===== src/rtl/grid_pr_slot_nch.sv =====
// Grid slot: NUM_IN buffered input channels feeding a runtime-configurable op unit.
// One result fires per cycle once every enabled channel has data and the output can take it.
module grid_pr_slot_nch #(
    parameter int unsigned NUM_IN     = 2,
    parameter int unsigned DATA_WIDTH = 32,
    parameter int unsigned FIFO_DEPTH = 4
) (
    input  logic                         clk,
    input  logic                         rst,
    input  logic [NUM_IN*DATA_WIDTH-1:0] in_data,
    input  logic [NUM_IN-1:0]            in_valid,
    output logic [NUM_IN-1:0]            in_ready,
    output logic [DATA_WIDTH-1:0]        out_data,
    output logic                         out_valid,
    input  logic                         out_ready,
    input  logic                         cfg_valid,
    input  logic [3:0]                   cfg_op,
    input  logic [NUM_IN-1:0]            cfg_mask,
    input  logic [DATA_WIDTH-1:0]        cfg_acc_init,
    output logic                         cfg_ready,
    output logic                         cfg_err,
    input  logic                         flush,
    output logic [31:0]                  fire_count
);
    localparam int unsigned PW = $clog2(FIFO_DEPTH);
    localparam int unsigned CW = PW + 1;
    localparam int unsigned SW = $clog2(DATA_WIDTH);

    localparam logic [3:0] OP_PASS   = 4'd0;
    localparam logic [3:0] OP_ADD    = 4'd1;
    localparam logic [3:0] OP_SUB    = 4'd2;
    localparam logic [3:0] OP_AND    = 4'd3;
    localparam logic [3:0] OP_OR     = 4'd4;
    localparam logic [3:0] OP_XOR    = 4'd5;
    localparam logic [3:0] OP_SLL    = 4'd6;
    localparam logic [3:0] OP_SRL    = 4'd7;
    localparam logic [3:0] OP_ACC    = 4'd8;
    localparam logic [3:0] OP_SUMALL = 4'd9;

    logic [DATA_WIDTH-1:0] r_mem  [NUM_IN][FIFO_DEPTH];
    logic [PW-1:0]         r_wptr [NUM_IN];
    logic [PW-1:0]         r_rptr [NUM_IN];
    logic [CW-1:0]         r_cnt  [NUM_IN];
    logic [3:0]            r_op;
    logic [NUM_IN-1:0]     r_mask;
    logic [DATA_WIDTH-1:0] r_acc;
    logic [DATA_WIDTH-1:0] r_out_data;
    logic                  r_cfgd;
    logic                  r_out_valid;
    logic                  r_cfg_err;
    logic [31:0]           r_fire_cnt;

    logic [NUM_IN-1:0]     w_push;
    logic [NUM_IN-1:0]     w_pop;
    logic [NUM_IN-1:0]     w_full;
    logic [NUM_IN-1:0]     w_nonempty;
    logic [DATA_WIDTH-1:0] w_head [NUM_IN];
    logic                  w_operands_rdy;
    logic                  w_fifos_empty;
    logic                  w_fire;
    logic                  w_cfg_legal;
    logic                  w_cfg_take;
    logic [DATA_WIDTH-1:0] w_a;
    logic [DATA_WIDTH-1:0] w_b;
    logic [DATA_WIDTH-1:0] w_sum;
    logic [DATA_WIDTH-1:0] w_acc_next;
    logic [DATA_WIDTH-1:0] w_result;
    logic [SW-1:0]         w_shamt;

    // Per-channel FIFO status; disabled channels always accept and discard.
    always_comb begin
        w_operands_rdy = 1'b1;
        w_fifos_empty  = 1'b1;
        w_sum          = '0;
        for (int i = 0; i < NUM_IN; i++) begin
            w_nonempty[i] = (r_cnt[i] != '0);
            w_full[i]     = (r_cnt[i] == CW'(FIFO_DEPTH));
            in_ready[i]   = !r_mask[i] || !w_full[i];
            w_push[i]     = in_valid[i] && r_mask[i] && !w_full[i] && !flush;
            w_head[i]     = r_mem[i][r_rptr[i]];
            if (r_mask[i] && !w_nonempty[i]) w_operands_rdy = 1'b0;
            if (w_nonempty[i]) w_fifos_empty = 1'b0;
            if (r_mask[i]) w_sum = w_sum + w_head[i];
        end
    end

    assign w_fire     = r_cfgd && w_operands_rdy && (!r_out_valid || out_ready) && !flush;
    assign w_pop      = {NUM_IN{w_fire}} & r_mask;
    assign w_a        = w_head[0];
    assign w_b        = w_head[1];
    assign w_shamt    = w_b[SW-1:0];
    assign w_acc_next = r_acc + w_a;

    always_comb begin
        w_result = w_a;
        case (r_op)
            OP_PASS:   w_result = w_a;
            OP_ADD:    w_result = w_a + w_b;
            OP_SUB:    w_result = w_a - w_b;
            OP_AND:    w_result = w_a & w_b;
            OP_OR:     w_result = w_a | w_b;
            OP_XOR:    w_result = w_a ^ w_b;
            OP_SLL:    w_result = w_a << w_shamt;
            OP_SRL:    w_result = w_a >> w_shamt;
            OP_ACC:    w_result = w_acc_next;
            OP_SUMALL: w_result = w_sum;
            default:   w_result = w_a;
        endcase
    end

    // Two-operand ops need both a and b; PASS/ACC only need a.
    always_comb begin
        w_cfg_legal = 1'b0;
        case (cfg_op)
            OP_PASS, OP_ACC: w_cfg_legal = cfg_mask[0];
            OP_ADD, OP_SUB, OP_AND, OP_OR,
            OP_XOR, OP_SLL, OP_SRL: w_cfg_legal = cfg_mask[0] && cfg_mask[1];
            OP_SUMALL:       w_cfg_legal = |cfg_mask;
            default:         w_cfg_legal = 1'b0;
        endcase
    end

    assign cfg_ready  = w_fifos_empty && !r_out_valid;
    assign w_cfg_take = cfg_valid && cfg_ready;

    always_ff @(posedge clk) begin
        for (int i = 0; i < NUM_IN; i++) begin
            if (w_push[i]) r_mem[i][r_wptr[i]] <= in_data[i*DATA_WIDTH +: DATA_WIDTH];
        end
    end

    always_ff @(posedge clk or posedge rst) begin
        if (rst) begin
            for (int i = 0; i < NUM_IN; i++) begin
                r_wptr[i] <= '0;
                r_rptr[i] <= '0;
                r_cnt[i]  <= '0;
            end
            r_op        <= OP_PASS;
            r_mask      <= '0;
            r_acc       <= '0;
            r_out_data  <= '0;
            r_cfgd      <= 1'b0;
            r_out_valid <= 1'b0;
            r_cfg_err   <= 1'b0;
            r_fire_cnt  <= '0;
        end else begin
            for (int i = 0; i < NUM_IN; i++) begin
                if (flush) begin
                    r_wptr[i] <= '0;
                    r_rptr[i] <= '0;
                    r_cnt[i]  <= '0;
                end else begin
                    if (w_push[i]) r_wptr[i] <= r_wptr[i] + PW'(1);
                    if (w_pop[i])  r_rptr[i] <= r_rptr[i] + PW'(1);
                    r_cnt[i] <= r_cnt[i] + CW'(w_push[i]) - CW'(w_pop[i]);
                end
            end

            if (flush) begin
                r_out_valid <= 1'b0;
            end else if (w_fire) begin
                r_out_valid <= 1'b1;
                r_out_data  <= w_result;
                r_fire_cnt  <= r_fire_cnt + 32'd1;
                if (r_op == OP_ACC) r_acc <= w_acc_next;
            end else if (out_ready) begin
                r_out_valid <= 1'b0;
            end

            r_cfg_err <= w_cfg_take && !w_cfg_legal;
            if (w_cfg_take && w_cfg_legal) begin
                r_op   <= cfg_op;
                r_mask <= cfg_mask;
                r_acc  <= cfg_acc_init;
                r_cfgd <= 1'b1;
            end
        end
    end

    assign out_data   = r_out_data;
    assign out_valid  = r_out_valid;
    assign cfg_err    = r_cfg_err;
    assign fire_count = r_fire_cnt;

endmodule


===== config.mk =====
export PLATFORM = sky130hd
export DESIGN_NAME = grid_pr_slot_nch
export DESIGN_NICKNAME = d
export VERILOG_FILES = /design/src/rtl/grid_pr_slot_nch.sv
export SDC_FILE = /design/constraint.sdc
export NUM_CORES = 1
export LEC_CHECK = 0
export ABC_AREA = 1
export ABC_CLOCK_PERIOD_IN_PS = 5700
export CORE_ASPECT_RATIO = 0.8
export CORE_MARGIN = 2
export CORE_UTILIZATION = 38
export CTS_BUF_LIST = sky130_fd_sc_hd__clkbuf_8
export CTS_CLUSTER_DIAMETER = 30
export DETAILED_ROUTE_END_ITERATION = 10
export GPL_TIMING_DRIVEN = 0
export PLACE_DENSITY = 0.63
export SLEW_MARGIN = 20
export SYNTH_ARGS = -nofsm -noshare
export SYNTH_HDL_FRONTEND = slang
export SYNTH_SLANG_ARGS = --single-unit

===== constraint.sdc =====
create_clock -name clk -period 5.7 [get_ports clk]
set_input_delay 1.14 -clock clk [delete_from_list [all_inputs] [get_ports clk]]
set_output_delay 1.14 -clock clk [all_outputs]
set_load 0.01 [all_outputs]

# Yosys cells after proc, flatten, opt, wreduce, memory -nomap -nowiden
# Memory sizes are Yosys's and may differ from the RTL's.
# Index checks and enable logic that the tools add are counted.
[op_classes]
eq_ne = 21
muxes = 39
n_bitwise = 9
n_reduce_logical = 45
shifts = 2
magnitude_cmp = 6
addsub = 13
[ops]
columns = ["op", "count"]
rows = [
  ["two-way mux 32 bit", 12],
  ["one-hot mux 32 bit (9 select lines)", 1],
  ["two-way mux 128 bit", 2],
  ["binary-select mux 32 bit (select 2 bit)", 2],
  ["demux 32 bit (select 2 bit)", 2],
  ["adder 32 bit", 3],
  ["adder 32 x 1 -> 32 bit, second input constant", 1],
  ["bitwise AND 32 bit", 1],
  ["equality test 4 x 3 -> 1 bit, second input constant", 8],
  ["OR 32 bit", 1],
  ["<< shifter 32 x 5 -> 32 bit", 1],
  ["right shift 32 x 5 -> 32 bit", 1],
  ["subtractor 32 bit", 1],
  ["XOR 32 bit", 1],
  ["logical AND 1 bit", 18],
  ["equality test 4 x 2 -> 1 bit, second input constant", 4],
  ["equality test 4 bit, second input constant", 4],
  ["two-way mux 2 bit", 8],
  [">= comparator 3 bit, second input constant", 4],
  ["NOT 2 -> 3 bit", 4],
  ["nonzero test 2 bit", 6],
  ["zero test 1 bit", 9],
  ["two-way mux 1 bit", 9],
  ["nonzero test 3 bit", 3],
  ["other kinds (17)", 29],
]
[word_totals]
out_inout_bits = 69
regBits = 119
input_bits = 109
memories = 1
mem_bits_rw = 256
wordCells = 150
[memory_table]
columns = ["name", "words", "width", "rd", "rd_clocked_by_memory_dff", "wr", "line", "rtl"]
rows = [
  ["r_mem", 2, 128, 2, 0, 2, "40", "logic [DATA_WIDTH-1:0] r_mem [NUM_IN][FIFO_DEPTH];"],
]

# Longest topological paths before layout
# Gate-level depths: netlist of run 1.
[depth]
word_depth = 11
depth_mapped = 32

# Worst setup path before layout of run 1
# No wires, ideal clock.
[synth_path]
path_kind = "register -> register"
from = "reg r_rptr[0] in the netlist's numbering"
to = "reg r_out_data[23] (netlist: out_data[23])"
n_path_buf = 3
path_stages_with_launch = 31
setup_ns = 0.117
required_time_ns = 5.583
slack_ns = 1.880
arrival_ns = 3.703
path_cell_list = "dfrtp_1 -> inv_2 -> buf_6 -> nand2_1 -> nand3_1 -> nand2_1 -> buf_4 -> buf_2 -> ha_1 -> inv_1 -> nor3_4 -> nand2_2 -> nor2_2 -> nand2_2 -> nor4_2 -> a21oi_1 -> xor2_1 -> ha_1 -> nand2_1 -> nor2_1 -> inv_1 -> nor3_1 -> o21ai_0 -> nand3_1 -> nand2_1 -> nand2_1 -> nor2_1 -> nor3_1 -> nand3_1 -> nand2_1 -> nand2_1"
[synth_via]
elab_chain_cells = 7
word_cells_on_any_way = 14
[synth_lines]
columns = ["item", "line", "rtl"]
rows = [
  ["start, declared", "42", "logic [PW-1:0] r_rptr [NUM_IN];"],
  ["start signal, assigned by index", "155", "if (w_pop[i]) r_rptr[i] <= r_rptr[i] + PW'(1);"],
  ["NOT 2 -> 3 bit (implied by the code) (*)", "80", "w_head[i] = r_mem[i][r_rptr[i]];"],
  ["binary-select mux 32 bit (select 2 bit) (*)", "80", ""],
  ["two-way mux 32 bit (implied by the code) (*) (2 in series)", "80", ""],
  ["adder 32 bit", "83", "if (r_mask[i]) w_sum = w_sum + w_head[i];"],
  ["two-way mux 32 bit", "83", ""],
  ["one-hot mux 32 bit (9 select lines) (*)", "96", "case (r_op)"],
  ["end signal, assigned", "164", "r_out_data <= w_result;"],
  ["end, declared", "47", "logic [DATA_WIDTH-1:0] r_out_data;"],
]
# Mark *: on every way between the ends. The rest lies on a longest branch, timed or not. The select of a mux whose other input is x is not followed.
# A chain may end at the register's enable or synchronous reset.

# Final worst setup path of run 1
[layout_path]
from = "reg r_rptr[0] in the netlist's numbering"
to = "reg r_out_data[31] (netlist: out_data[31])"
# The elaborated chain is that of the path after synthesis.

==> reports/qor.yml, run 1 <==
r2r_setup_slack_ns: 0.19
cts_buffers: 81
synthCells: 3902
max-slew-margin-rel_pct: 28.1
synth_fp_nets: 4188
post-cts-setup-buffers: 0
cp.required_ns: 6.29
chipWidth_um: 309
grt_max_degree: 94
fin_nets: 4454
hold_class: "reg -> reg"
finalCritPeriodShare_pct: 96.6
synth_area_sq_mm: 0.0283
viasPerCell: 5.67
async_flop_share_pct: 31.7
clock_latency_ns: 0.74
critPathMaxFanout: 21
finalHoldViolCount: 0
min_path_cells: 1
drt_wl_total_mm: 141
dieArea_sq_mm: 0.0767
ys_ff_latch: 375
status: "finished clean"
root_buffer: "clkbuf_8"
cts_buffer_depth: 3
vias: 29686
tritoncts: "done"
setup_viol: 0
ant_nets: 0
place.gp.congestion: 1.08
fillers: 7738
rows: 89
grt_pass1_wl_mm: 197
critPathSlowestCell: "dfrtp_1"
core-area_sq_mm: 0.0737
startpoint_type: "flip-flop"
cts_max_level: 3
end_kind: "flip-flop"
max_cap_viol_count: 0
whs_ns: 0.472
syn_area_per_cell_sq_um: 7.26
ioPinCount: 178
layout-drive-gt1-share_pct: 8.12
slew_violations: 0
dp_hpwl_mm: 111
r2r_cells: 29
worstSetupPathType: "reg -> reg"
period_needed_ns: 5.51
worst_clock_skew_ns: 0.0551
die_height_um: 248
crit_top_cell: "nand2_1"
arrival_ns: 6.10
yosysSeqAreaShare_pct: 37.7
ys.flop_type: "edfxtp_1"
clkTransAtPathRegs_ns: 0.06
synth_edf_count: 256
dr.pass1.iters: 8
post_drt_wl_per_cell_um: 27.0
reg2reg_to: "out_data[31]$_DFFE_PP0P_"
grt_util_all_layers_pct: 36.4
grt_antenna_before_repair: 12
fmax_mhz: 182
yosysWarnings: 0
grt-ovfl-total: 0
clock_sinks: 375
drc_errors: 0
grt_pass1_vias: 26888
start_util_pct: 38.4
tightestPinTransition_ns: 1.08
critPathMaxStageDelay_ns: 0.52
dr.first_iter.drc_count: 4104
syn2layout_area_growth_pct: 18.0
hp-start: "fire_count[31]$_DFFE_PP0P_"
port_buffers: 176
r2r-start: "r_rptr[0]$_DFFE_PP0P_"
ys_types: 56
min_to: "fire_count[31]$_DFFE_PP0P_"
==> layout by cell type, fill, tap and decap left out, types with 65 or more instances in the layout <==
| cell | n |
|---|---|
| nand2_1 | 1333 |
| nand3_1 | 474 |
| nor2_1 | 298 |
| inv_1 | 297 |
| edfxtp_1 | 256 |
| a21oi_1 | 198 |
| clkdlybuf4s50_1 | 176 |
| ha_1 | 172 |
| o21ai_0 | 127 |
| dfrtp_1 | 119 |
| clkbuf_8 | 88 |
| xor2_1 | 65 |
==> final cells by class <==
cell class	count	area, sq um	area share [%]
Antenna cell	4	10.0	0.0300
Clock buffer	88	1210	3.62
Multi-Input combinational cell	3072	15800	47.2
Clock inverter	62	608	1.82
Tap cell	1001	1250	3.75
Inverter	308	1170	3.49
Buffer	145	788	2.36
Sequential cell	375	10700	31.9
Timing Repair Buffer	185	1960	5.86
==> critical path, delay by kind of cell, from the launching register on <==
family | cells | cell delay [ns]
flops | 1 | 0.52
buf+inv | 6 | 0.85
fa+ha+maj | 2 | 0.65
compound gates | 3 | 0.45
xor+xnor | 1 | 0.20
simple gates | 17 | 2.68
==> what timing repair did <==
| item | in CTS | in global routing |
|---|---|---|
| setup endpoints to repair | 0 | 11 |
| hold buffers | 0 | 0 |
| gates resized for setup | 0 | 2 |
==> cell families (layout without fill, tap and decap cells) <==
kind of cell	after synthesis	count (layout)	synth area share [%]
flip-flops	375	375	37.7
multiplexers	2	2	0.0707
XOR/XNOR	88	88	2.72
AND/OR/NAND/NOR	2301	2301	34.5
other	0	4	0
AO/OA/AOI/OAI	504	504	10.2
adder cells (fa/ha/maj)	177	177	7.96
buffers and inverters	455	788	6.90
==> synthesized netlist by cell type (40+ instances only) <==
library cell	n	area share, %
nand4_1	43	0.95
dfrtp_1	119	11
clkbuf_1	55	0.73
xor2_1	65	2.0
o21ai_0	127	2.2
buf_2	56	0.99
edfxtp_1	256	27
inv_1	289	3.8
nand2_1	1334	18
ha_1	172	7.6
nand3_1	474	8.4
a21oi_1	198	3.5
nor2_1	306	4.1
o21ai_1	40	0.71
==> layer usage <==
layer	GRT usage, %	up-vias	share of wire (%)
li1	-	13624	-
met1	54.4	14080	45
met2	50.6	1703	40
met3	8.39	273	11
met4	13.4	6	4.0
met5	0	-	0.027
==> flip-flops by register name, indices dropped and copies added, names as in the netlist, 2 cells and up <==
| signal | count |
|---|---|
| r_acc | 32 |
| r_cnt | 6 |
| r_op | 4 |
| fire_count | 32 |
| r_wptr | 4 |
| r_mask | 2 |
| r_mem | 256 |
| r_rptr | 4 |
| out_data | 32 |
==> stage by stage <==
stage                     cell area [sq um]  setup TNS (ns)  cells  utilization, %  worst slack (ns)
after detailed placement              31600               0   5088            42.9             0.107
after global routing                  33400        -0.00442   5238            45.3          -0.00442
after CTS                             33400               0   5238            45.3            0.0386
after floorplan                       28300               0   3902               -              1.40
after global placement                31300         -108.17   5079            42.5            -0.932
final                                 33400               0   5240            45.3             0.192
==> worst max-delay path by stage <==
stage,start,to,cells past startpoint
floorplan,rst,cfg_err$_DFF_PP0_,1
global placement,rst,out_data[7]$_DFFE_PP0P_,2
detailed placement,r_rptr[0]$_DFFE_PP0P_,out_data[23]$_DFFE_PP0P_,30
CTS,r_rptr[0]$_DFFE_PP0P_,out_data[23]$_DFFE_PP0P_,30
global route,r_rptr[0]$_DFFE_PP0P_,out_data[31]$_DFFE_PP0P_,29
finish,r_rptr[0]$_DFFE_PP0P_,out_data[31]$_DFFE_PP0P_,29
Power of run 1 is left out: the tool's default activity adds up to more than one toggle a clock period on the data nets, which glitch-free logic cannot reach.
==> run 2: changes to the inputs <==
Settings changed: DONT_BUFFER_PORTS from default to 1, PLACE_DENSITY 0.63 to 0.6.
==> run 2 against run 1 <==
  * Utilization down 2.6 points
  * Non-clock buffer count decreased by 174
  * Die area unchanged
  * Maximum frequency down 0.80%
  * Flip-flop and latch count unchanged
  * Setup slack got worse by 0.044 ns
  * Via count decreased by 2.6%
  * Largest cell class unchanged
  * Highest routed layer unchanged
==> reports/qor.yml, run 2 (synthesized netlist as in run 1, its figures left out) <==
ant_nets: 0  # unchanged
cp.required_ns: 6.27  # -0.02 ns
dr.pass1.iters: 6  # -2
syn2layout_area_growth_pct: 11.2
grt-ovfl-total: 0  # unchanged
placed_cells: 4913  # -3.4%
post-cts-setup-buffers: 0  # unchanged
fillers: 7782  # +0.57%
port_buffers: 0  # -100%
core-area_sq_mm: 0.0737  # unchanged
critPathSlowestCell: "dfrtp_2"
tritoncts: "done"
hold_class: "in -> async"
viasPerCell: 5.72  # +1.0%
crit_buf_inv: 4  # -2
startpoint_type: "flip-flop"
clock_latency_ns: 0.73  # about the same
end_kind: "flip-flop"
rows: 89  # unchanged
cts_buffers: 76  # -6.2%
grt_pass1_vias: 25963  # -3.4%
vias: 28929  # -2.6%
rsz0062_at_grt: "no"
chipWidth_um: 309  # unchanged
root_buffer: "clkbuf_8"
slew_violations: 0  # unchanged
drt_wl_total_mm: 138  # -2.2%
finalHoldViolCount: 0  # unchanged
cp-startpoint: "r_rptr[0]$_DFFE_PP0P_"
largest_reg_flops: 256  # unchanged
dr.first_iter.drc_count: 4126  # +0.54%
clkTransAtPathRegs_ns: 0.07  # about the same
arrival_ns: 6.13  # +0.03 ns
dp_hpwl_mm: 111  # -0.51%
worstSetupPathType: "reg -> reg"
drc_errors: 0  # unchanged
grt_antenna_before_repair: 5  # -7
cts_max_level: 3  # unchanged
post_drt_wl_per_cell_um: 27.4  # +1.4%
max_cap_viol_count: 0  # unchanged
start_util_pct: 38.4  # unchanged
cts_buffer_depth: 3  # unchanged
fin_nets: 4275  # -4.0%
place.gp.congestion: 1.08  # +0.44%
period_needed_ns: 5.55  # +0.0443 ns
layout-drive-gt1-share_pct: 8.10  # -0.024 points
r2r-start: "r_rptr[0]$_DFFE_PP0P_"
final_cell_mix: "1,332 x nand2_1, 474 x nand3_1, 308 x inv_1"
ioPinCount: 178  # unchanged
grt_max_degree: 96  # +2.1%
die_height_um: 248  # unchanged
grt_pass1_wl_mm: 192  # -2.7%
max-slew-margin-rel_pct: 23.3  # -4.8 points
path_delay_family: "simple AND/OR/NAND/NOR gates"
grt_util_all_layers_pct: 35.5  # -0.95 points
register_area_sq_mm: 0.0107  # about the same
clock_sinks: 375  # unchanged
tightestPinTransition_ns: 1.15  # +0.0725 ns
critPathMaxFanout: 12  # -43%
fin_util_pct: 42.7  # -2.6 points
finalCritPeriodShare_pct: 97.4  # +0.78 points
critPathMaxStageDelay_ns: 0.48  # -0.04 ns
layout_commonest_cell: "nand2_1"
worst_clock_skew_ns: 0.0656  # +0.0106 ns
fin_cells: 5054  # -3.5%
fmax_mhz: 180  # -0.80%
status: "finished clean"
setup_viol: 0  # unchanged
multiInputGateArea_sq_mm: 0.0158  # about the same
dieArea_sq_mm: 0.0767  # unchanged
run 2: cell count changes in the layout (fill, tap and decap cells not counted), sizes merged:
cell	change
diode	-1
clkbuf	-7
buf	+2
clkdlybuf4s50	-176
clkinvlp	+2
inv	+11
clkinv	-13
bufinv	-4
run 2: what timing repair did:
item / CTS / global route
setup endpoints to repair: 2 / 7
gates resized for setup: 0 / 8
hold buffers: 0 / 0
run 2: per-stage QoR:
| step | hold WS [ns] | setup TNS [ns] | instance area (sq um) | worst slack, ns |
|---|---|---|---|---|
| 3_5_place_dp | 0.460 | -0.0927 | 29900 | -0.0927 |
| 4_1_cts | 0.192 | 0 | 31400 | 0.110 |
| 6_report | 0.219 | 0 | 31500 | 0.148 |
| 2_1_floorplan | 0.436 | 0 | 28300 | 1.40 |
| 3_3_place_gp | 0.458 | -64.51 | 29600 | -0.575 |
| 5_1_grt | 0.210 | 0 | 31500 | 0.0434 |
run 2: area by class of cell:
type	instances	area share (%)
Inverter	308	3.71
Timing Repair Buffer	10	0.755
Multi-Input combinational cell	3072	50.1
Clock inverter	58	1.46
Antenna cell	3	0.0239
Buffer	146	2.53
Sequential cell	375	33.9
Tap cell	1001	3.98
Clock buffer	81	3.54
run 2: path summary, 6_finish.rpt:
check | to | cells after the start | slack [ns]
worst min-delay path | r_mask[1]$_DFFE_PP0P_ | 1 | 0.22
worst max-delay path | out_data[31]$_DFFE_PP0P_ | 27 | 0.15
max in group asynchronous | out_data[11]$_DFFE_PP0P_ | 2 | 4.62
min in group clk | r_cfgd$_DFFE_PP0P_ | 1 | 0.49
worst min register to register | r_cfgd$_DFFE_PP0P_ | 1 | 0.49
worst max register to register | out_data[31]$_DFFE_PP0P_ | 27 | 0.15
run 2: per-layer routing:
layer	share of wire (%)	GRT usage [%]
met4	4.8	14.9
met5	0.17	1.13
met1	44	50.9
met2	39	48.0
met3	12	11.7
run 2: worst register-to-register path: stages, from the launching register on:
cell and delay [ns]:
dfrtp_2 0.48, buf_6 0.19, nand2_1 0.08, nand3_1 0.08
nand2_1 0.16, buf_6 0.20, buf_4 0.29, ha_1 0.22
inv_1 0.07, nor3_4 0.28, nand2_2 0.12, nor2_2 0.14
nand2_2 0.12, nand2_2 0.10, nand2_2 0.08, nor2_2 0.21
xor2_1 0.18, ha_1 0.31, a21oi_1 0.24, o21ai_0 0.22
a21oi_1 0.23, nand3_1 0.27, a21oi_1 0.30, nand3_1 0.12
nand3_1 0.20, nand3_1 0.20, nand2_2 0.23, nand2_1 0.08
Power of run 2 is left out for the same reason.
